--- src/rtl/datapath_controller.sv ---
// datapath_controller: Moore FSM sequencing the register-file/ALU datapath,
// one instruction at a time, with a retired-instruction counter.
// Optional feature macro: CTRL_ILLEGAL_TRAP_EN (unsupported instructions trap
// with a sticky illegal flag instead of retiring as a NOP).
//
// state   | meaning
// --------+---------------------------------------------------------
// WAIT    | idle, w=1, accepts s and latches opcode/op
// DECODE  | branch on latched opcode/op
// GET_A   | load A from Rn (nsel=00)
// GET_B   | load B from Rm (nsel=10)
// ALU     | load C (or status flags for CMP); asel=1 for MOV Rd,Rm
// WR_REG  | write C to Rd (nsel=01, vsel=00)
// WR_IMM  | write sximm8 to Rn (nsel=00, vsel=10)
// TRAP    | parked after an unsupported instruction until reset
module datapath_controller #(
  parameter int CNT_W = 16
) (
  input  logic             clk,
  input  logic             reset_n,
  input  logic             s,
  input  logic [2:0]       opcode,
  input  logic [1:0]       op,
  output logic             w,
  output logic [1:0]       nsel,
  output logic             loada,
  output logic             loadb,
  output logic             loadc,
  output logic             loads,
  output logic             asel,
  output logic             bsel,
  output logic [1:0]       vsel,
  output logic             write,
  output logic             illegal,
  output logic [CNT_W-1:0] instr_count
);

  localparam logic [2:0] S_WAIT   = 3'd0;
  localparam logic [2:0] S_DECODE = 3'd1;
  localparam logic [2:0] S_GET_A  = 3'd2;
  localparam logic [2:0] S_GET_B  = 3'd3;
  localparam logic [2:0] S_ALU    = 3'd4;
  localparam logic [2:0] S_WR_REG = 3'd5;
  localparam logic [2:0] S_WR_IMM = 3'd6;
  localparam logic [2:0] S_TRAP   = 3'd7;

  localparam logic [4:0] OP_MOV_IMM = 5'b110_10;
  localparam logic [4:0] OP_MOV_REG = 5'b110_00;
  localparam logic [4:0] OP_ADD     = 5'b101_00;
  localparam logic [4:0] OP_CMP     = 5'b101_01;
  localparam logic [4:0] OP_AND     = 5'b101_10;
  localparam logic [4:0] OP_MVN     = 5'b101_11;

  logic [2:0]       state_q, state_d;
  logic [4:0]       op_q, op_d;
  logic [CNT_W-1:0] cnt_q, cnt_d;
  logic             retire;

  // Next-state logic; opcode/op are only looked at while idle in WAIT.
  always_comb begin
    state_d = state_q;
    op_d    = op_q;
    case (state_q)
      S_WAIT: begin
        if (s) begin
          state_d = S_DECODE;
          op_d    = {opcode, op};
        end
      end
      S_DECODE: begin
        case (op_q)
          OP_MOV_IMM:                 state_d = S_WR_IMM;
          OP_MOV_REG, OP_MVN:         state_d = S_GET_B;
          OP_ADD, OP_AND, OP_CMP:     state_d = S_GET_A;
`ifdef CTRL_ILLEGAL_TRAP_EN
          default:                    state_d = S_TRAP;
`else
          default:                    state_d = S_WAIT;
`endif
        endcase
      end
      S_GET_A:  state_d = S_GET_B;
      S_GET_B:  state_d = S_ALU;
      S_ALU:    state_d = (op_q == OP_CMP) ? S_WAIT : S_WR_REG;
      S_WR_REG: state_d = S_WAIT;
      S_WR_IMM: state_d = S_WAIT;
`ifdef CTRL_ILLEGAL_TRAP_EN
      S_TRAP:   state_d = S_TRAP;
`else
      S_TRAP:   state_d = S_WAIT;
`endif
      default:  state_d = S_WAIT;
    endcase
  end

  // Count retirements: entry to WAIT from a final state (TRAP recovery excluded).
  always_comb begin
    retire = (state_d == S_WAIT) &&
             ((state_q == S_DECODE) || (state_q == S_ALU) ||
              (state_q == S_WR_REG) || (state_q == S_WR_IMM));
    cnt_d  = retire ? cnt_q + CNT_W'(1) : cnt_q;
  end

  // State, latched instruction and counter registers.
  always_ff @(posedge clk or negedge reset_n) begin
    if (!reset_n) begin
      state_q <= S_WAIT;
      op_q    <= 5'b0;
      cnt_q   <= '0;
    end else begin
      state_q <= state_d;
      op_q    <= op_d;
      cnt_q   <= cnt_d;
    end
  end

`ifdef CTRL_ILLEGAL_TRAP_EN
  logic illegal_q, illegal_d;

  // Sticky flag set on entry to TRAP, cleared only by reset.
  always_comb illegal_d = illegal_q | (state_d == S_TRAP);

  // Illegal flag register.
  always_ff @(posedge clk or negedge reset_n) begin
    if (!reset_n) illegal_q <= 1'b0;
    else          illegal_q <= illegal_d;
  end

  assign illegal = illegal_q;
`else
  assign illegal = 1'b0;
`endif

  assign instr_count = cnt_q;

  // Moore output decode from the registered state and latched instruction.
  always_comb begin
    w     = 1'b0;
    nsel  = 2'b00;
    loada = 1'b0;
    loadb = 1'b0;
    loadc = 1'b0;
    loads = 1'b0;
    asel  = 1'b0;
    bsel  = 1'b0;
    vsel  = 2'b00;
    write = 1'b0;
    case (state_q)
      S_WAIT:   w = 1'b1;
      S_GET_A:  loada = 1'b1;
      S_GET_B: begin
        nsel  = 2'b10;
        loadb = 1'b1;
      end
      S_ALU: begin
        loadc = (op_q != OP_CMP);
        loads = (op_q == OP_CMP);
        asel  = (op_q == OP_MOV_REG);
      end
      S_WR_REG: begin
        nsel  = 2'b01;
        write = 1'b1;
      end
      S_WR_IMM: begin
        vsel  = 2'b10;
        write = 1'b1;
      end
      default: ;
    endcase
  end

endmodule
--- config.mk ---
export PLATFORM = sky130hd
export DESIGN_NAME = datapath_controller
export DESIGN_NICKNAME = d
export VERILOG_FILES = /design/src/rtl/datapath_controller.sv
export SDC_FILE = /design/constraint.sdc
export NUM_CORES = 1
export LEC_CHECK = 0
export ABC_AREA = 1
export CORE_MARGIN = 4
export CORE_UTILIZATION = 50
export DETAILED_ROUTE_END_ITERATION = 8
export PLACE_DENSITY_LB_ADDON = 0.12
export SYNTH_ARGS = -nofsm -noshare
export SYNTH_HDL_FRONTEND = slang
export SYNTH_SLANG_ARGS = --single-unit
--- constraint.sdc ---
create_clock -name clk -period 1.82 [get_ports clk]
set_clock_uncertainty 0.05 [all_clocks]
set_input_delay 0.182 -clock clk [delete_from_list [all_inputs] [get_ports clk]]
set_output_delay 0.182 -clock clk [all_outputs]
set_load 0.05 [all_outputs]
==> qor.yml, run 1 <==
grt_max_degree: 25
worstSetupStartpoint: "state_q[0]"
synth_top_area_share_pct: 38.0
min_period_ns: 1.73
swShare_pct: 48.1
drc: 0
postRouteAntennaNets: 0
power_mw: 2.56
syn_area_um2: 1580
p_leak_nw: 1.00
ys_seq_area_share_pct: 38.0
yosysWarnings: 0
cp-start-kind: "register"
path_delay_family: "flip-flops"
hp-class: "in -> async"
overflow: 0
cts_max_level: 1
antenna_found_initial: 0
rsz0062_at_grt: "true"
timing.setup.tns_ns: 0
grt_pass1_vias: 1348
fp.dieArea_um2: 4120
viasPerCell: 4.79
fin_crit_sh_pct: 95.2
synth.distinct_cells: 25
clock-root-buffer: "clkbuf_4"
cts-buffers-inserted: 3
initial_core_util_pct: 52.1
clk_pin_slew_worst_paths_ns: 0.13
vdd_drop_max_v: 0.000803
path_buf_inv: 3
drt_wl_total_um: 3300
syn_area_per_cell_um2: 7.05
critPathRequiredTime_ns: 1.59
ios: 37
portBuffers: 33
final_cell_mix: "72 x nand2_1, 31 x nor2_1, 23 x dfrtp_1"
p_int_mw: 1.33
cp_slowest_cell: "dfrtp_1"
die_h_um: 64.2
cp.arrival_ns: 1.50
relSlewSlack_pct: 66.7
synth_area_leaders: "dfrtp_1 38%, nand2_1 17%, nand2_2 8.3%"
cts_setup_buffers: 0
pre_cts_ws_ns: 0.274
layout.nets: 268
chipWidth_um: 64.2
path_cells: "inv_2, nand2_2, nor2_2, inv_1, nor2_1, buf_12"
area_growth_pct: 29.7
fillCellCount: 269
synth_top_cell_by_area: "dfrtp_1"
gp_congestion: 0.846
drive_gt1_share_pct: 26.4
netlist_instances: 224
p_seq_share_pct: 31.9
fmax_mhz: 577
wire_per_inst_um: 10.9
slew_violations: 0
drt_iter0_markers: 66
clockBufferDepth: 2
fin_util_pct: 67.6
crit_fanout: 5
tightestPinTransition_ns: 0.499
pwr-share-comb_pct: 53.0
final_common_cell: "nand2_1"
antenna_cells_inserted: 0
grtUsageTotal_pct: 17.5
dr.pass1.iters: 4
via_count: 1447
setup_viol: 0
power.switching_mw: 1.23
cts_tree: "yes"
synth_seq_cells: 24
hpwl_um: 2510
power_density_nw_per_um2: 1250
worstSetupPathType: "reg -> out"
drv_cap: 0
endpoint_kind: "output pin"
run_status: "completed"
grt_pass1_wl_um: 5880
cts.sinks: 24
hold_violations: 0
worst_slack_ns: 0.0868
r2r_start: "instr_count[0]"
core_um2: 3030
fin_cells: 302
clock_power_share_pct: 15.1
numPlacedInstances: 298
cp_slowest_stage_delay_ns: 0.44
rows: 20
worstSkewPairLatency_ns: 0.32
[power groups by stage]
stage / clock network (mW) / registers (mW) / logic [mW]
2_1_floorplan: 0 / 0.965 / 0.911
3_3_place_gp: 0 / 0.824 / 1.35
3_5_place_dp: 0 / 0.826 / 1.37
4_1_cts: 0.399 / 0.817 / 1.37
5_1_grt: 0.425 / 0.841 / 1.49
6_report: 0.387 / 0.817 / 1.36
[stage by stage]
step | cell area (um^2) | hold slack, ns
after CTS | 2040 | 0.151
after global routing | 2050 | 0.180
after global placement | 1990 | 0.461
final | 2050 | 0.150
after detailed placement | 1990 | 0.474
after floorplan | 1590 | -0.164
[cells in the mapped netlist (all sizes together)]
cell,count
nor3,2
buf,6
dfrtp,24
xnor2,2
xor2,5
o21ai,3
or2,1
nand2,96
nor2,36
nand3,13
nand4,6
conb,1
a21oi,7
inv,21
ha,1
[logic make-up after synthesis]
group           Yosys count  share of synthesized area (%)
buf+inv                  27                           8.72
simple gates            154                           44.9
fa+ha+maj                 1                          0.792
flops                    24                           38.0
compound gates           10                           3.41
other cells               1                          0.237
xor+xnor                  7                           3.88
[path summary, 6_finish.rpt]
path	slack [ns]	end	depth (start not counted)
setup reg to reg	0.22	instr_count[12]	8
setup / recovery	0.09	asel	6
hold reg to reg	0.50	instr_count[15]	2
max in group asynchronous	1.32	state_q[2]	2
hold / removal	0.15	instr_count[9]	2
min in group clk	0.37	op_q[3]	3
[flip-flops by register name (all words and copies together), names as in the netlist]
name,count
op_q,5
state_q,3
instr_count,16
[layout make-up]
class	instances	area, um^2	share of cell area [%]
multi-input combinational	175	856	41.8
sequential	24	602	29.4
timing repair buffer	34	404	19.7
inverter	21	78.8	3.85
tap	44	55.1	2.69
clock inverter	1	30.0	1.47
clock buffer	3	22.5	1.10
[per-layer routing]
metal / track usage, % / wire length (um)
met1: 24.4 / 1650
met3: 2.81 / 148
met5: 0 / 0
met2: 28.0 / 1460
met4: 4.75 / 40
[timing repair]
action | in CTS | in global routing
resized for setup | 1 | 2
endpoints found under the setup margin | 1 | 3
hold buffers | 0 | 0
No activity file was read; power rests on OpenSTA's default activity.
==> run 2: changes to the inputs <==
--- a/config.mk
+++ b/config.mk
@@ -10,6 +10,7 @@
 export CORE_UTILIZATION = 50
 export DETAILED_ROUTE_END_ITERATION = 8
 export PLACE_DENSITY_LB_ADDON = 0.12
+export SETUP_SLACK_MARGIN = 0.2
 export SYNTH_ARGS = -nofsm -noshare
 export SYNTH_HDL_FRONTEND = slang
 export SYNTH_SLANG_ARGS = --single-unit
==> qor.yml, run 2 (synthesis gave the netlist of run 1 again) <==
viasPerCell: 4.88  # +1.8%
min_period_ns: 1.58  # -0.154 ns
setup_viol: 0  # unchanged
layout.nets: 278  # +3.7%
cts-buffers-inserted: 3  # unchanged
clockBufferDepth: 2  # unchanged
power_density_nw_per_um2: 1260  # +0.81%
drv_cap: 0  # unchanged
ios: 37  # unchanged
die_h_um: 64.2  # unchanged
cp_slowest_stage_delay_ns: 0.45  # about the same
swShare_pct: 48.8  # +0.74 points
endpoint_kind: "output pin"
p_int_mw: 1.43  # +7.4%
hpwl_um: 2520  # +0.38%
fp.dieArea_um2: 4120  # unchanged
path_delay_family: "flip-flops"
grt_pass1_wl_um: 6060  # +3.1%
worstSkewPairLatency_ns: 0.32  # about the same
p_leak_nw: 1.04  # +3.3%
antenna_found_initial: 0  # unchanged
finalInstanceArea_um2: 2210  # +8.1%
cts_max_level: 1  # unchanged
dpl_cell_area_um2: 2010  # +0.75%
power_mw: 2.79  # +8.9%
path_cells: "buf_4, nor3_2, buf_12"
wire_per_inst_um: 11.3  # +3.6%
cp.arrival_ns: 1.35  # -0.15 ns
crit_fanout: 3  # -2
drive_gt1_share_pct: 35.1  # +8.7 points
slew_violations: 0  # unchanged
grtUsageTotal_pct: 17.7  # +0.25 points
met3_length_um: 119  # -20%
hold_violations: 0  # unchanged
critPathRequiredTime_ns: 1.59  # about the same
pre_cts_ws_ns: 0.302  # +0.0275 ns
cp-start-kind: "register"
clk_pin_slew_worst_paths_ns: 0.14  # about the same
p_seq_share_pct: 29.5  # -2.4 points
wl_met1_um: 1730  # +4.9%
fin_crit_sh_pct: 86.8  # -8.4 points
clock_power_share_pct: 10.3  # -4.8 points
top_layer: "met4"
area_growth_pct: 40.2
final_cell_mix: "71 x nand2_1, 23 x nor2_1, 22 x nand2_2"
wl_met2_um: 1660  # +14%
drt_wl_total_um: 3530  # +7.0%
dr.pass1.iters: 5  # +1
timing.setup.tns_ns: 0  # unchanged
worst_slack_ns: 0.240  # +0.154 ns
portBuffers: 33  # unchanged
run_status: "completed"
antenna_cells_inserted: 0  # unchanged
grt_pass1_vias: 1389  # +3.0%
drt_iter0_markers: 101  # +53%
initial_core_util_pct: 52.1  # unchanged
fin_cells: 312  # +3.3%
postRouteAntennaNets: 0  # unchanged
cts.sinks: 24  # unchanged
holdWs_ns: 0.159  # +0.00926 ns
vdd_drop_max_v: 0.000724  # -9.9%
fin_util_pct: 73.1  # +5.5 points
rows: 20  # unchanged
pwr-share-comb_pct: 60.2  # +7.2 points
fmax_mhz: 633  # +9.7%
final_common_cell: "nand2_1"
rsz0062_at_grt: "true"
cts_tree: "yes"
cts_hold_buf: 0  # unchanged
fillCellCount: 239  # -11%
gp_congestion: 0.878  # +3.8%
worstSetupPathType: "reg -> out"
core_um2: 3030  # unchanged
power.switching_mw: 1.36  # +11%
drc: 0  # unchanged
cp_slowest_cell: "dfrtp_2"
clock-root-buffer: "clkbuf_4"
via_count: 1522  # +5.2%
largest_reg_flops: 16  # unchanged
hp-class: "in -> async"
chipWidth_um: 64.2  # unchanged
path_buf_inv: 2  # -1
numPlacedInstances: 298  # unchanged
grt_max_degree: 25  # unchanged
overflow: 0  # unchanged
## run 2: cell count changes in the layout (fill, tap and decap cells not counted), sizes merged
cell and change:
buf +8, dlygate4sd2 +3, clkbuf +1, bufinv -1, dlymetal6s2s -1
## run 2: path summary, 6_finish.rpt
path | start | end | slack, ns | cells past startpoint
min in group clk | opcode[0] | op_q[2] | 0.39 | 3
max reg2reg | state_q[1] | instr_count[5] | 0.28 | 8
min reg2reg | instr_count[15] | instr_count[15] | 0.49 | 2
max in group asynchronous | reset_n | instr_count[4] | 1.29 | 2
max | state_q[2] | loadb | 0.24 | 3
min | reset_n | instr_count[8] | 0.16 | 2
## run 2: cell type report
class,count,area [um^2],area share (%)
repair buffers,44,494,22.3
well taps,44,55.1,2.49
flip-flops and latches,24,608,27.5
inverters,21,81.3,3.67
clock buffers,4,36.3,1.64
multi-input cells,175,938,42.4
## run 2: what timing repair did
item / in CTS / in global routing
setup buffers: 6 / 4
endpoints found under the setup margin: 8 / 30
pin swaps: 2 / 5
resized for setup: 8 / 21
## run 2: layer usage
metal  global-route usage, %  up-vias
met5                       0        -
met1                    25.1      713
met4                    3.17        0
met2                    29.3       28
met3                    2.28        2
li1                        -      779
## run 2: power groups by stage
| stage | clock network [mW] | registers [mW] | logic (mW) |
|---|---|---|---|
| after CTS | 0.298 | 0.801 | 1.47 |
| after detailed placement | 0 | 0.835 | 1.38 |
| after global placement | 0 | 0.829 | 1.37 |
| after global routing | 0.329 | 0.845 | 1.82 |
| final | 0.286 | 0.824 | 1.68 |
| after floorplan | 0 | 0.970 | 0.916 |
